**src/rtl/muldiv_divider.sv**
```systemverilog
// Iterative radix-2 restoring divider for DIV/DIVU/REM/REMU; 33-cycle latency for WIDTH=32.
// Core stalls on busy_o; `define DIV_FAST_SPECIAL_EN finishes divide-by-zero/overflow in one cycle.
module muldiv_divider #(
    parameter int WIDTH = 32
) (
    input  logic             clk_i,
    input  logic             reset_i,
    input  logic             start_i,
    input  logic [1:0]       op_div_i,
    input  logic [WIDTH-1:0] dividend_i,
    input  logic [WIDTH-1:0] divisor_i,
    input  logic             kill_i,
    output logic             busy_o,
    output logic             done_o,
    output logic [WIDTH-1:0] result_o
);

    localparam int CNT_W = (WIDTH > 1) ? $clog2(WIDTH) : 1;

    typedef enum logic [1:0] {IDLE, CALC, DONE} state_t;

    state_t             state, state_nxt;
    logic [1:0]         op_q;
    logic [WIDTH-1:0]   dvd_q;
    logic [WIDTH-1:0]   dvs_abs;
    logic [WIDTH-1:0]   quo;
    logic [WIDTH-1:0]   rem;
    logic [CNT_W-1:0]   cnt;
    logic               sign_a, sign_b, div_zero, ovf;

    logic               is_signed_in, sa_in, sb_in, zero_in, ovf_in, fast_in;
    logic               accept, load_res, last_step;
    logic [WIDTH:0]     rem_sh;
    logic               ge;
    logic [WIDTH-1:0]   rem_step, quo_step, quo_fix, rem_fix, res_calc, res_fast;

    function automatic logic [WIDTH-1:0] special_val(input logic want_rem, input logic zero,
                                                     input logic [WIDTH-1:0] dvd);
        if (zero)
            return want_rem ? dvd : '1;
        // Signed overflow: -2^(W-1) / -1
        return want_rem ? '0 : dvd;
    endfunction

    always_comb begin
        is_signed_in = ~op_div_i[0];
        sa_in        = is_signed_in & dividend_i[WIDTH-1];
        sb_in        = is_signed_in & divisor_i[WIDTH-1];
        zero_in      = (divisor_i == '0);
        ovf_in       = is_signed_in && (dividend_i == {1'b1, {(WIDTH-1){1'b0}}}) && (divisor_i == '1);
`ifdef DIV_FAST_SPECIAL_EN
        fast_in      = zero_in | ovf_in;
`else
        fast_in      = 1'b0;
`endif
        accept       = (state == IDLE) && start_i && !kill_i;
        res_fast     = special_val(op_div_i[1], zero_in, dividend_i);
    end

    // One restoring step: shift in the next dividend bit, subtract if it fits.
    always_comb begin
        rem_sh   = {rem, quo[WIDTH-1]};
        ge       = (rem_sh >= {1'b0, dvs_abs});
        rem_step = ge ? WIDTH'(rem_sh - {1'b0, dvs_abs}) : rem_sh[WIDTH-1:0];
        quo_step = {quo[WIDTH-2:0], ge};
        quo_fix  = (sign_a ^ sign_b) ? -quo_step : quo_step;
        rem_fix  = sign_a ? -rem_step : rem_step;
        if (div_zero || ovf)
            res_calc = special_val(op_q[1], div_zero, dvd_q);
        else
            res_calc = op_q[1] ? rem_fix : quo_fix;
    end

    always_comb begin
        state_nxt = state;
        last_step = (state == CALC) && !kill_i && (cnt == '0);
        load_res  = last_step || (accept && fast_in);
        case (state)
            IDLE: if (accept) state_nxt = fast_in ? DONE : CALC;
            CALC: if (kill_i) state_nxt = IDLE;
                  else if (cnt == '0) state_nxt = DONE;
            DONE: state_nxt = IDLE;
            default: state_nxt = IDLE;
        endcase
    end

    always_ff @(posedge clk_i or posedge reset_i) begin
        if (reset_i)
            state <= IDLE;
        else
            state <= state_nxt;
    end

    always_ff @(posedge clk_i or posedge reset_i) begin
        if (reset_i) begin
            op_q     <= '0;
            dvd_q    <= '0;
            dvs_abs  <= '0;
            quo      <= '0;
            rem      <= '0;
            cnt      <= '0;
            sign_a   <= 1'b0;
            sign_b   <= 1'b0;
            div_zero <= 1'b0;
            ovf      <= 1'b0;
            result_o <= '0;
        end else begin
            if (accept) begin
                op_q     <= op_div_i;
                dvd_q    <= dividend_i;
                quo      <= sa_in ? -dividend_i : dividend_i;
                dvs_abs  <= sb_in ? -divisor_i : divisor_i;
                rem      <= '0;
                cnt      <= CNT_W'(WIDTH - 1);
                sign_a   <= sa_in;
                sign_b   <= sb_in;
                div_zero <= zero_in;
                ovf      <= ovf_in;
            end else if (state == CALC) begin
                quo <= quo_step;
                rem <= rem_step;
                cnt <= cnt - 1'b1;
            end
            if (load_res)
                result_o <= accept ? res_fast : res_calc;
        end
    end

    assign busy_o = (state == CALC);
    assign done_o = (state == DONE);

endmodule
```
**config.mk**
```make
export PLATFORM = sky130hd
export DESIGN_NAME = muldiv_divider
export DESIGN_NICKNAME = d
export VERILOG_FILES = /design/src/rtl/muldiv_divider.sv
export SDC_FILE = /design/constraint.sdc
export NUM_CORES = 1
export LEC_CHECK = 0
export BUFFER_PORTS_ARGS = -buffer_cell sky130_fd_sc_hd__buf_2
export CORE_UTILIZATION = 40
export CTS_BUF_LIST = sky130_fd_sc_hd__clkbuf_4 sky130_fd_sc_hd__clkbuf_8 sky130_fd_sc_hd__clkbuf_16
export DETAILED_ROUTE_END_ITERATION = 12
export PLACE_DENSITY_LB_ADDON = 0.1
export SYNTH_ARGS = -nofsm -noshare
export SYNTH_HDL_FRONTEND = slang
export SYNTH_SLANG_ARGS = --single-unit
```
**constraint.sdc**
```tcl
create_clock -name clk_i -period 7.8 [get_ports clk_i]
set_clock_uncertainty 0.1 [all_clocks]
set_input_delay 1.56 -clock clk_i [delete_from_list [all_inputs] [get_ports clk_i]]
set_output_delay 1.56 -clock clk_i [all_outputs]
set_load 0.005 [all_outputs]
```
# Word level (Yosys, flattened, before mapping)
# Index checks and enable logic that the tools add are counted.
word_totals:
  in_bits: 70
  word_cells: 71
  reg_bits: 173
  output_inout_bits: 34
classes:
  n_bitwise: 4
  eq_ne: 6
  n_reduce_logical: 13
  magnitude_cmp: 1
  muxes: 29
  n_addsub: 6
ops:
  columns: ["cell", "count"]
  rows:
  - ["$mux W32", 20]
  - ["$neg A32 Y32", 4]
  - ["$eq A32 B32 Y1 const B", 2]
  - ["$ge A33 B32 Y1", 1]
  - ["$logic_not A32 Y1", 1]
  - ["$sub A32 B32 Y32", 1]
  - ["$mux W5", 2]
  - ["$logic_and A1 B1 Y1", 6]
  - ["$mux W2", 3]
  - ["$logic_not A5 Y1", 1]
  - ["$sub A5 B1 Y5 const B", 1]
  - ["$pmux W2 S2", 1]
  - ["$mux W1", 3]
  - ["$ne A3 B2 Y1 const B", 1]
  - ["$and A1 B1 Y1", 2]
  - ["$eq A2 B1 Y1 const B", 1]
  - ["$eq A2 B2 Y1 const B", 1]
  - ["$logic_not A2 Y1", 1]
  - ["$ne A2 B2 Y1 const B", 1]
  - ["$reduce_and A2 Y1", 1]
  - ["$reduce_bool A2 Y1", 1]
  - ["$logic_not A1 Y1", 1]
  - ["$logic_or A1 B1 Y1", 1]
  - ["$not A1 Y1", 1]
  - ["$xor A1 B1 Y1", 1]

# Longest topological paths before layout
# Gate-level depths: netlist of run 1.
depth:
  ltp_word: 7
  mapped_depth: 25
  depth_no_buf: 21

# Worst setup path before layout of run 1
# Ideal clock, no wire load.
synth_timing:
  kind: "register to register"
  start: "register rem[7]"
  end: "register result_o[26]"
  path_buffers: 4
  required_time_ns: 7.605
  t_arrival_ns: 4.653
  setup_time_ns: 0.095
  period_less_slack_ns: 4.848
  path_stages_with_launch: 23
  path_slack_ns: 2.952
  path_cell_list: "dfrtp_1 ha_1 buf_2 a21oi_1 o211ai_2 nand2_1 a211o_1 a31o_2 nand2_4 inv_2 clkbuf_1 clkbuf_1 clkbuf_1 ha_1 nand2b_1 nor4_1 and3_1 and3b_1 a21oi_1 xnor2_1 a21oi_1 o221ai_1 o31ai_1"
synth_between:
  elab_chain_len: 7
  word_cells_on_any_way: 10
  classes_between: "add/sub (3); order compare (1); mux (6)"
synth_rtl:
  columns: ["element", "line_no", "text"]
  rows:
  - ["start: declaration", "27", "logic [WIDTH-1:0] rem;"]
  - ["start signal: assignment", "121", "rem <= rem_step;"]
  - ["$sub A32 B32 Y32 or $ge A33 B32 Y1 (tied branches)", "64, 63", null]
  - ["$mux W32", "64", "rem_step = ge ? WIDTH'(rem_sh - {1'b0, dvs_abs}) : rem_sh[WIDTH-1:0];"]
  - ["$neg A32 Y32", "67", "rem_fix = sign_a ? -rem_step : rem_step;"]
  - ["$mux W32", "67", null]
  - ["$mux W32 (*)", "71", "res_calc = op_q[1] ? rem_fix : quo_fix;"]
  - ["$mux W32 (*)", "68", "if (div_zero || ovf)"]
  - ["$mux W32 (*)", "125", "result_o <= accept ? res_fast : res_calc;"]
  - ["end signal: assignment", "125", null]
  - ["end: declaration", "15", "output logic [WIDTH-1:0] result_o"]
# Mark *: on every way between the ends. The rest lies on a longest branch, timed or not.
# A chain may end at the register's enable or synchronous reset.

# Final worst setup path of run 1
layout_timing:
  start: "register rem[1]"
  end: "register result_o[26]"
# The elaborated chain is that of the path after synthesis.

==> results of run 1 <==
flip-flops by register name, summed over array words and instances, names as in the netlist, 2 cells and up:
signal	flops
dvd_q	32
cnt	5
result_o	32
dvs_abs	32
rem	32
state	2
quo	32
metrics by stage:
| stage | hold slack, ns | area, µm² | utilization | worst slack (ns) | power [mW] |
|---|---|---|---|---|---|
| 2_1_floorplan | 0.345 | 13100 | - | 1.48 | 3.69 |
| 3_3_place_gp | 0.356 | 13800 | 0.434 | 1.81 | 4.67 |
| 3_5_place_dp | 0.362 | 13800 | 0.434 | 1.69 | 4.68 |
| 4_1_cts | 0.379 | 14400 | 0.452 | 1.68 | 5.54 |
| 5_1_grt | 0.395 | 14400 | 0.452 | 1.13 | 5.96 |
| 6_report | 0.372 | 14400 | 0.452 | 1.57 | 5.60 |
cell usage in the layout (no fill, tap or decap), types with 7 or more instances in the layout:
master and count:
xnor2_1 86, o21ai_1 8, a31oi_1 51, nand4_1 16
or3_1 16, a21oi_1 117, nor2b_1 9, xor2_1 53
o41ai_1 8, nand2b_1 12, dfrtp_1 172, buf_4 16
nand2_1 286, nor3_1 29, or4_1 7, inv_1 59
clkbuf_16 17, and2_1 11, ha_1 39, mux2i_1 23
and3_1 12, a221oi_1 13, nand3_1 50, nor4_1 24
a21o_1 9, o211ai_1 11, a211oi_1 13, o21ai_0 142
o31ai_1 22, buf_2 103, o221ai_1 7, o22ai_1 12
nor2_1 151
where the power goes:
group          internal, mW  leakage, nW  total, mW  switching [mW]
logic                  1.17         3.81       3.40            2.23
clock network         0.429        0.266      0.850           0.421
registers              1.09         2.11       1.35           0.253
total                  2.69         6.19       5.60            2.91
routing by layer:
metal	up-vias	wire length (µm)	global-route usage
met4	0	871	0.0797
li1	6080	-	-
met2	421	19600	0.408
met1	6174	22400	0.420
met3	55	2850	0.0447
met5	-	0	0
cell families (layout without fill, tap and decap cells):
| group | Yosys count | in the layout |
|---|---|---|
| xor+xnor | 140 | 140 |
| flops | 172 | 172 |
| compound gates | 487 | 487 |
| simple gates | 649 | 649 |
| mux | 28 | 28 |
| fa+ha+maj | 40 | 40 |
| buf+inv | 163 | 213 |
worst paths after layout:
| kind | end | cells past startpoint | slack, ns |
|---|---|---|---|
| worst min register to register | result_o[6] | 2 | 0.37 |
| min in group asynchronous | result_o[10] | 2 | 1.07 |
| worst min-delay path | result_o[6] | 2 | 0.37 |
| max in group asynchronous | rem[10] | 3 | 5.17 |
| worst max register to register | result_o[26] | 18 | 1.57 |
| worst max-delay path | result_o[26] | 18 | 1.57 |
final cells by class:
cell class / instances / area (µm²)
Sequential cell: 172 / 4300
Clock buffer: 19 / 447
Timing Repair Buffer: 119 / 636
Inverter: 63 / 241
Clock inverter: 12 / 105
Multi-Input combinational cell: 1344 / 8120
Fill cell: 3334 / 17500
Tap cell: 435 / 544
worst min-delay path, delay by kind of cell, from the launching register on:
family	cells	cell delay, ns
AO/OA/AOI/OAI	1	0.05
AND/OR/NAND/NOR	1	0.04
flip-flops	1	0.34
==> flow_summary.json, run 1 <==
{
  "min_period_over_period": 0.798,
  "gp_congestion": 0.934,
  "p_leak_nw": 6.19,
  "clock-root-buffer": "clkbuf_16",
  "yosysTopAreaCellShare": 0.329,
  "area_growth_syn_to_layout_pct": 10.2,
  "dieArea_mm2": 0.0334,
  "grt_setup_unrepaired": "false",
  "arrival_ns": 6.49,
  "path_delay_family": "simple AND/OR/NAND/NOR gates",
  "htreeDepth": 4,
  "synth_common_cells": "nand2_1, dfrtp_1, nor2_1, o21ai_0, a21oi_1",
  "clk_latency_ns": 0.46,
  "start_util": 0.410,
  "grt_usage": 0.280,
  "critPathBufInv": 1,
  "cp_max_fo": 41,
  "synth_top_family_by_area": "compound AO/OA/AOI/OAI gates",
  "clk_pin_slew_worst_paths_ns": 0.07,
  "io_buffers": 103,
  "cts_hold_buf": 0,
  "grt-ovfl-total": 0,
  "cts_resized": 0,
  "max_freq_ghz": 0.161,
  "period_needed_ns": 6.23,
  "synth_top_cell_by_area": "dfrtp_1",
  "via_count": 12730,
  "die_h_um": 183,
  "synth.most_common_cell": "nand2_1",
  "grt_max_degree": 99,
  "cp.required_ns": 8.07,
  "seq_area_frac_synth": 0.329,
  "fp.dieW_um": 183,
  "synthAdderAreaFrac": 0.0389,
  "cp_cell_sequence": "ha_1 > nand3_1 > o21ba_2 > o21ai_2 > a211o_1 > a31o_2 > nand2_4 > inv_2 > ha_1 > nand2b_1 > nor4_1 > and3_1 > and3b_1 > a21oi_1 > xnor2_1 > a21oi_1 > o221ai_1 > o31ai_1",
  "drc": 0,
  "cts_buffers": 17,
  "min_from": "result_o[6]",
  "muxShareOfSynthArea": 0.0219,
  "grt_pass1_vias": 11824,
  "worst_setup_path_end_kind": "flip-flop",
  "syn_area_per_cell_um2": 7.78,
  "drtPass1Iterations": 5,
  "synth-xor-area-share": 0.0939,
  "ys_types": 89,
  "core_mm2": 0.0319,
  "worst_pin_slew_ns": 1.24,
  "hold_viol": 0,
  "syn-num-nets": 1789,
  "start_kind": "flip-flop",
  "syn_area_mm2": 0.0131,
  "cts_tree": "done",
  "grt_pass1_wl_um": 70900,
  "synth-edff-count": 0,
  "status": "complete, no violations",
  "drv_cap": 0,
  "powerDensity_mw_per_mm2": 389,
  "cts.sinks": 172,
  "wl_per_cell_um": 21.1,
  "wl_um": 45800,
  "ys_ff_latch": 172,
  "drtAntennaViolNets": 0,
  "antenna_found_initial": 2,
  "crit_start": "rem[1]",
  "yosys_warnings": 0,
  "critPathSlowestCell": "inv_2",
  "synth-compound-area-share": 0.238,
  "clock_path_buffers": 2,
  "ir_worst_vdd_mv": 0.196,
  "path_class": "reg2reg",
  "relSlewSlack": 0.170,
  "dp_cells": 2133,
  "setup_viol": 0,
  "antenna_cells": 0,
  "r2r-start": "rem[1]",
  "hold_path_class": "reg2reg",
  "nets": 1827,
  "setup_tns_ns": 0,
  "synthFlopType": "dfrtp_1",
  "fin_cells": 2164,
  "slew_viol_final": 0,
  "syn-instance-count": 1679,
  "drive_gt1_frac": 0.112,
  "synth_area_leaders": "dfrtp_1, nand2_1, xnor2_1, o21ai_0, a21oi_1",
  "drt_iter0_markers": 1093,
  "rows": 65,
  "cts.repair_timing.setup_buffer_count": 0,
  "ios": 104,
  "async_flop_share": 1.00,
  "max_stage_delay_ns": 0.74,
  "synth_simple_gate_area_frac": 0.227,
  "viasPerCell": 5.88,
  "hpwl_um": 33800
}
No activity file was read; power rests on OpenSTA's default activity.
==> run 2: changes to the inputs <==
--- a/config.mk
+++ b/config.mk
@@ -5,6 +5,7 @@
 export SDC_FILE = /design/constraint.sdc
 export NUM_CORES = 1
 export LEC_CHECK = 0
+export ABC_AREA = 1
 export BUFFER_PORTS_ARGS = -buffer_cell sky130_fd_sc_hd__buf_2
 export CORE_UTILIZATION = 40
 export CTS_BUF_LIST = sky130_fd_sc_hd__clkbuf_4 sky130_fd_sc_hd__clkbuf_8 sky130_fd_sc_hd__clkbuf_16
==> constraint.sdc (replaced) <==
create_clock -name clk_i -period 5 [get_ports clk_i]
set_clock_uncertainty 0.1 [all_clocks]
set_input_delay 1 -clock clk_i [delete_from_list [all_inputs] [get_ports clk_i]]
set_output_delay 1 -clock clk_i [all_outputs]
set_load 0.005 [all_outputs]
==> run 2 against run 1 <==
Effect of this change: die area rose by 6.1%; via count rose by 16%; final area rose by 7.3%; largest cell class unchanged; worst hold slack improved by 0.013 ns; core utilization rose by 0.56 points; synthesized cell count rose by 33%; flip-flop and latch count did not move; non-clock buffer count rose by 8.
==> flow_summary.json, run 2 <==
{
  "syn_area_mm2": 0.0139,
  "switchingPower_mw": 5.04,
  "fin_cells": 2750,
  "powerDensity_mw_per_mm2": 598,
  "grt_pass1_vias": 13509,
  "ys_types": 50,
  "grt-ovfl-total": 0,
  "cp_cell_sequence": "ha_1 > nand2_1 > nor2_1 > nand2_1 > nor2_2 > nand2_1 > nand3_2 > nor2_4 > nand2_4 > buf_4 > nand2_1 > o21ai_1 > ha_1 > nand3_1 > nor2_1 > nand2_1 > nand2_1 > nand2_1 > nand3_1 > a21oi_1 > o21ai_0 > a21oi_1",
  "dieArea_mm2": 0.0354,
  "cts.repair_timing.setup_buffer_count": 0,
  "yosys_warnings": 0,
  "drtAntennaViolNets": 0,
  "core_mm2": 0.0338,
  "async_flop_share": 1.00,
  "grt_usage": 0.286,
  "drc": 0,
  "dp_cells": 2718,
  "clock-root-buffer": "clkbuf_16",
  "worst_setup_path_end_kind": "flip-flop",
  "synth_top_cell_by_area": "dfrtp_1",
  "utilization": 0.457,
  "drtPass1Iterations": 6,
  "gp_congestion": 0.993,
  "htreeDepth": 4,
  "syn_area_per_cell_um2": 6.23,
  "stdcell_area_mm2": 0.0154,
  "cts.sinks": 172,
  "drv_cap": 0,
  "drt_iter0_markers": 1617,
  "slew_viol_final": 0,
  "antenna_cells": 0,
  "grt_max_degree": 110,
  "nets": 2399,
  "grt_setup_unrepaired": "false",
  "cp.required_ns": 5.21,
  "area_growth_syn_to_layout_pct": 11.4,
  "synthFlopType": "dfrtp_1",
  "syn-instance-count": 2227,
  "whs_ns": 0.385,
  "ios": 104,
  "cts_tree": "done",
  "clk_latency_ns": 0.46,
  "start_kind": "flip-flop",
  "worst_slack_ns": 0.610,
  "cp_max_fo": 39,
  "wl_um": 50300,
  "synth_common_cells": "nand2_1, inv_1, nor2_1, dfrtp_1, nand3_1",
  "p_total_mw": 9.24,
  "rows": 67,
  "synth-edff-count": 0,
  "setup_tns_ns": 0,
  "viasPerCell": 5.36,
  "status": "complete, no violations",
  "io_buffers": 103,
  "pre_cts_ws_ns": 0.701,
  "grt_pass1_wl_um": 77700,
  "internal_power_mw": 4.20,
  "relSlewSlack": 0.280,
  "clock_path_buffers": 2,
  "hpwl_um": 39000,
  "start_util": 0.411,
  "crit_top_cell": "nand2_1",
  "synth.most_common_cell": "nand2_1",
  "max_freq_ghz": 0.228,
  "setup_viol": 0,
  "antenna_found_initial": 3,
  "ys_ff_latch": 172,
  "p_seq_frac": 0.221,
  "cts_resized": 0,
  "path_class": "reg2reg",
  "swShare": 0.546,
  "yosysTopAreaCellShare": 0.310,
  "worst_pin_slew_ns": 1.08,
  "fill_cells": 3623,
  "min_period_over_period": 0.878,
  "die_h_um": 188,
  "path_delay_family": "simple AND/OR/NAND/NOR gates",
  "hold_viol": 0,
  "layout_commonest_cell": "nand2_1",
  "drive_gt1_frac": 0.0977,
  "power_frac_clock": 0.160,
  "cts_hold_buf": 0,
  "synth_area_leaders": "dfrtp_1, nand2_1, inv_1, nand3_1, o21ai_0",
  "arrival_ns": 4.60,
  "max_stage_delay_ns": 0.45,
  "period_needed_ns": 4.39,
  "clk_pin_slew_worst_paths_ns": 0.08,
  "cts_buffers": 17,
  "syn-num-nets": 2337,
  "via_count": 14738,
  "wl_per_cell_um": 18.3,
  "critPathSlowestCell": "dfrtp_1",
  "p_leak_nw": 8.10,
  "critPathBufInv": 1,
  "placed_area_mm2": 0.0148,
  "ir_worst_vdd_mv": 0.336,
  "fp.dieW_um": 188,
  "pwr-share-comb": 0.618,
  "hold_path_class": "reg2reg",
  "final_cell_mix": "nand2_1, inv_1, nor2_1, dfrtp_1, nand3_1",
  "seq_area_frac_synth": 0.310
}
==> run 2: area by class of cell <==
type                       count  area (µm²)  share of cell area
sequential                   172        4300               0.279
tap                          448         561              0.0363
clock buffer                  18         433              0.0280
timing repair buffer         127         708              0.0458
multi-input combinational   1654        8050               0.521
clock inverter                14         200              0.0130
inverter                     317        1190              0.0773
==> run 2: logic make-up (layout without fill, tap and decap cells) <==
family                     Yosys count  after routing  share of synthesized area
and+or+nand+nor                   1207           1207                      0.366
buffers and inverters              401            476                      0.111
AOI/OAI and AO/OA                  362            362                      0.147
DFF                                172            172                      0.310
xor gates and xnor gates            45             45                     0.0284
adders and majority gates           40             40                     0.0366
==> run 2: per-layer routing <==
metal / global-route usage / wire length (µm)
met1: 0.428 / 23900
met2: 0.416 / 20900
met3: 0.0585 / 4670
met4: 0.0716 / 946
met5: 0 / 0
==> run 2: path summary, 6_finish.rpt <==
path	startpoint	end	slack [ns]	depth (start not counted)
worst min-delay path	dvs_abs[23]	dvs_abs[23]	0.38	2
min in group asynchronous	reset_i	rem[1]	0.60	2
worst max register to register	rem[14]	result_o[10]	0.61	22
max in group asynchronous	reset_i	result_o[24]	3.20	3
worst min register to register	dvs_abs[23]	dvs_abs[23]	0.38	2
worst max-delay path	rem[14]	result_o[10]	0.61	22
==> run 2: power groups by stage <==
stage	sequential, mW	combinational, mW	clock, mW
final	2.05	5.71	1.48
after global routing	2.08	6.38	1.56
after CTS	2.03	5.63	1.50
after detailed placement	2.06	5.60	0
after global placement	2.05	5.60	0
after floorplan	1.92	4.04	0
==> run 2: tightest hold or removal path: cells and delay by family (launching register included) <==
kind	cells	cell delay, ns
DFF	1	0.35
AOI/OAI and AO/OA	1	0.06
and+or+nand+nor	1	0.05
==> run 3: changes to the inputs <==
--- a/config.mk
+++ b/config.mk
@@ -7,7 +7,7 @@
 export LEC_CHECK = 0
 export ABC_AREA = 1
 export BUFFER_PORTS_ARGS = -buffer_cell sky130_fd_sc_hd__buf_2
-export CORE_UTILIZATION = 40
+export CORE_UTILIZATION = 35
 export CTS_BUF_LIST = sky130_fd_sc_hd__clkbuf_4 sky130_fd_sc_hd__clkbuf_8 sky130_fd_sc_hd__clkbuf_16
 export DETAILED_ROUTE_END_ITERATION = 12
 export PLACE_DENSITY_LB_ADDON = 0.1
==> run 3 against run 2 <==
Effect of this change: die area up 14%; via count down 1.3%; critical endpoint is now result_o[22]; flip-flop and latch count unchanged; combinational power up 1%; sequential power about the same.
==> flow_summary.json, run 3 (synthesized netlist as in run 2, its figures left out) <==
{
  "setup_tns_ns": 0,
  "status": "complete, no violations",
  "rows": 72,
  "drive_gt1_frac": 0.0977,
  "clock-root-buffer": "clkbuf_16",
  "wl_per_cell_um": 18.9,
  "core_mm2": 0.0388,
  "start_kind": "flip-flop",
  "grt_max_degree": 168,
  "slew_viol_final": 0,
  "p_leak_nw": 8.09,
  "placed_area_mm2": 0.0149,
  "layout_commonest_cell": "nand2_1",
  "cts_tree": "done",
  "hold_viol": 0,
  "cts_resized": 0,
  "dp_cells": 2789,
  "htreeDepth": 4,
  "grt_usage": 0.265,
  "final_cell_mix": "nand2_1, inv_1, nor2_1, dfrtp_1, nand3_1",
  "cts.sinks": 172,
  "arrival_ns": 4.69,
  "nets": 2400,
  "ios": 104,
  "min_period_over_period": 0.894,
  "die_h_um": 201,
  "antenna_found_initial": 2,
  "path_delay_family": "simple AND/OR/NAND/NOR gates",
  "cts.repair_timing.setup_buffer_count": 0,
  "cp.depth": 32,
  "cts_buffers": 17,
  "regArea_mm2": 0.00430,
  "critPathSlowestCell": "dfrtp_1",
  "dieArea_mm2": 0.0404,
  "crit_top_cell": "nand2_1",
  "holdPathStages": 2,
  "path_class": "reg2reg",
  "fill_cells": 4287,
  "ir_worst_vdd_mv": 0.392,
  "grt_pass1_wl_um": 81900,
  "worst_pin_slew_ns": 1.10,
  "viasPerCell": 5.16,
  "worst_setup_path_end_kind": "flip-flop",
  "relSlewSlack": 0.265,
  "start_util": 0.357,
  "multi_input_area_mm2": 0.00805,
  "cts_hold_buf": 0,
  "grt_pass1_vias": 13557,
  "cp.required_ns": 5.22,
  "hold_path_class": "reg2reg",
  "hpwl_um": 41000,
  "grt-ovfl-total": 0,
  "critPathBufInv": 4,
  "area_growth_syn_to_layout_pct": 11.8,
  "powerDensity_mw_per_mm2": 594,
  "wl_um": 53200,
  "drtPass1Iterations": 6,
  "setup_viol": 0,
  "gp_congestion": 0.956,
  "antenna_cells": 0,
  "worst_slack_ns": 0.528,
  "stdcell_area_mm2": 0.0155,
  "clk_pin_slew_worst_paths_ns": 0.07,
  "drtAntennaViolNets": 0,
  "max_stage_delay_ns": 0.39,
  "pre_cts_ws_ns": 0.605,
  "clk_latency_ns": 0.47,
  "drv_cap": 0,
  "cp_max_fo": 5,
  "period_needed_ns": 4.47,
  "drc": 0,
  "grt_setup_unrepaired": "false",
  "fp.dieW_um": 201,
  "clock_path_buffers": 2,
  "fin_cells": 2820,
  "worstRegToRegCells": 32,
  "max_freq_ghz": 0.224,
  "drt_iter0_markers": 1283,
  "io_buffers": 103,
  "via_count": 14551
}
run 3: power breakdown:
group          leakage [nW]  total [mW]  internal (mW)  switching, mW
clock                 0.283        1.38          0.751          0.634
combinational          5.67        5.78           1.67           4.11
sequential             2.14        2.05           1.71          0.333
run 3: stage by stage:
stage | utilization | hold WS [ns] | power [mW]
2_1_floorplan | - | 0.349 | 5.96
3_3_place_gp | 0.384 | 0.365 | 7.78
3_5_place_dp | 0.384 | 0.368 | 7.78
4_1_cts | 0.399 | 0.389 | 9.20
5_1_grt | 0.399 | 0.399 | 10.0
6_report | 0.399 | 0.385 | 9.21
run 3: tightest hold or removal path: stages, from the launching register on:
cell and delay (ns):
dfrtp_1 0.35, nand2_1 0.06, nand2_1 0.05
run 3: final cells by class:
type | instances | share of cell area
Clock buffer | 19 | 0.0284
Clock inverter | 12 | 0.00904
Inverter | 317 | 0.0770
Multi-Input combinational cell | 1654 | 0.519
Sequential cell | 172 | 0.278
Tap cell | 518 | 0.0418
Timing Repair Buffer | 128 | 0.0470
run 3: metal layers:
layer  wire, µm  track usage  part of all wire  vias to the layer above
met2      22500        0.394              0.42                      427
met1      26900        0.408              0.51                     6852
met5          0            0                 0                        -
met4        552       0.0523             0.010                        0
met3       3170       0.0304             0.060                       31
li1           -            -                 -                     7241
run 3: path summary, 6_finish.rpt:
path | startpoint | to | slack (ns)
setup / recovery | dvs_abs[25] | result_o[22] | 0.53
hold / removal | dvd_q[11] | dvd_q[11] | 0.39
setup reg to reg | dvs_abs[25] | result_o[22] | 0.53
hold reg to reg | dvd_q[11] | dvd_q[11] | 0.39
max in group asynchronous | reset_i | dvs_abs[9] | 3.24
min in group asynchronous | reset_i | result_o[21] | 0.58
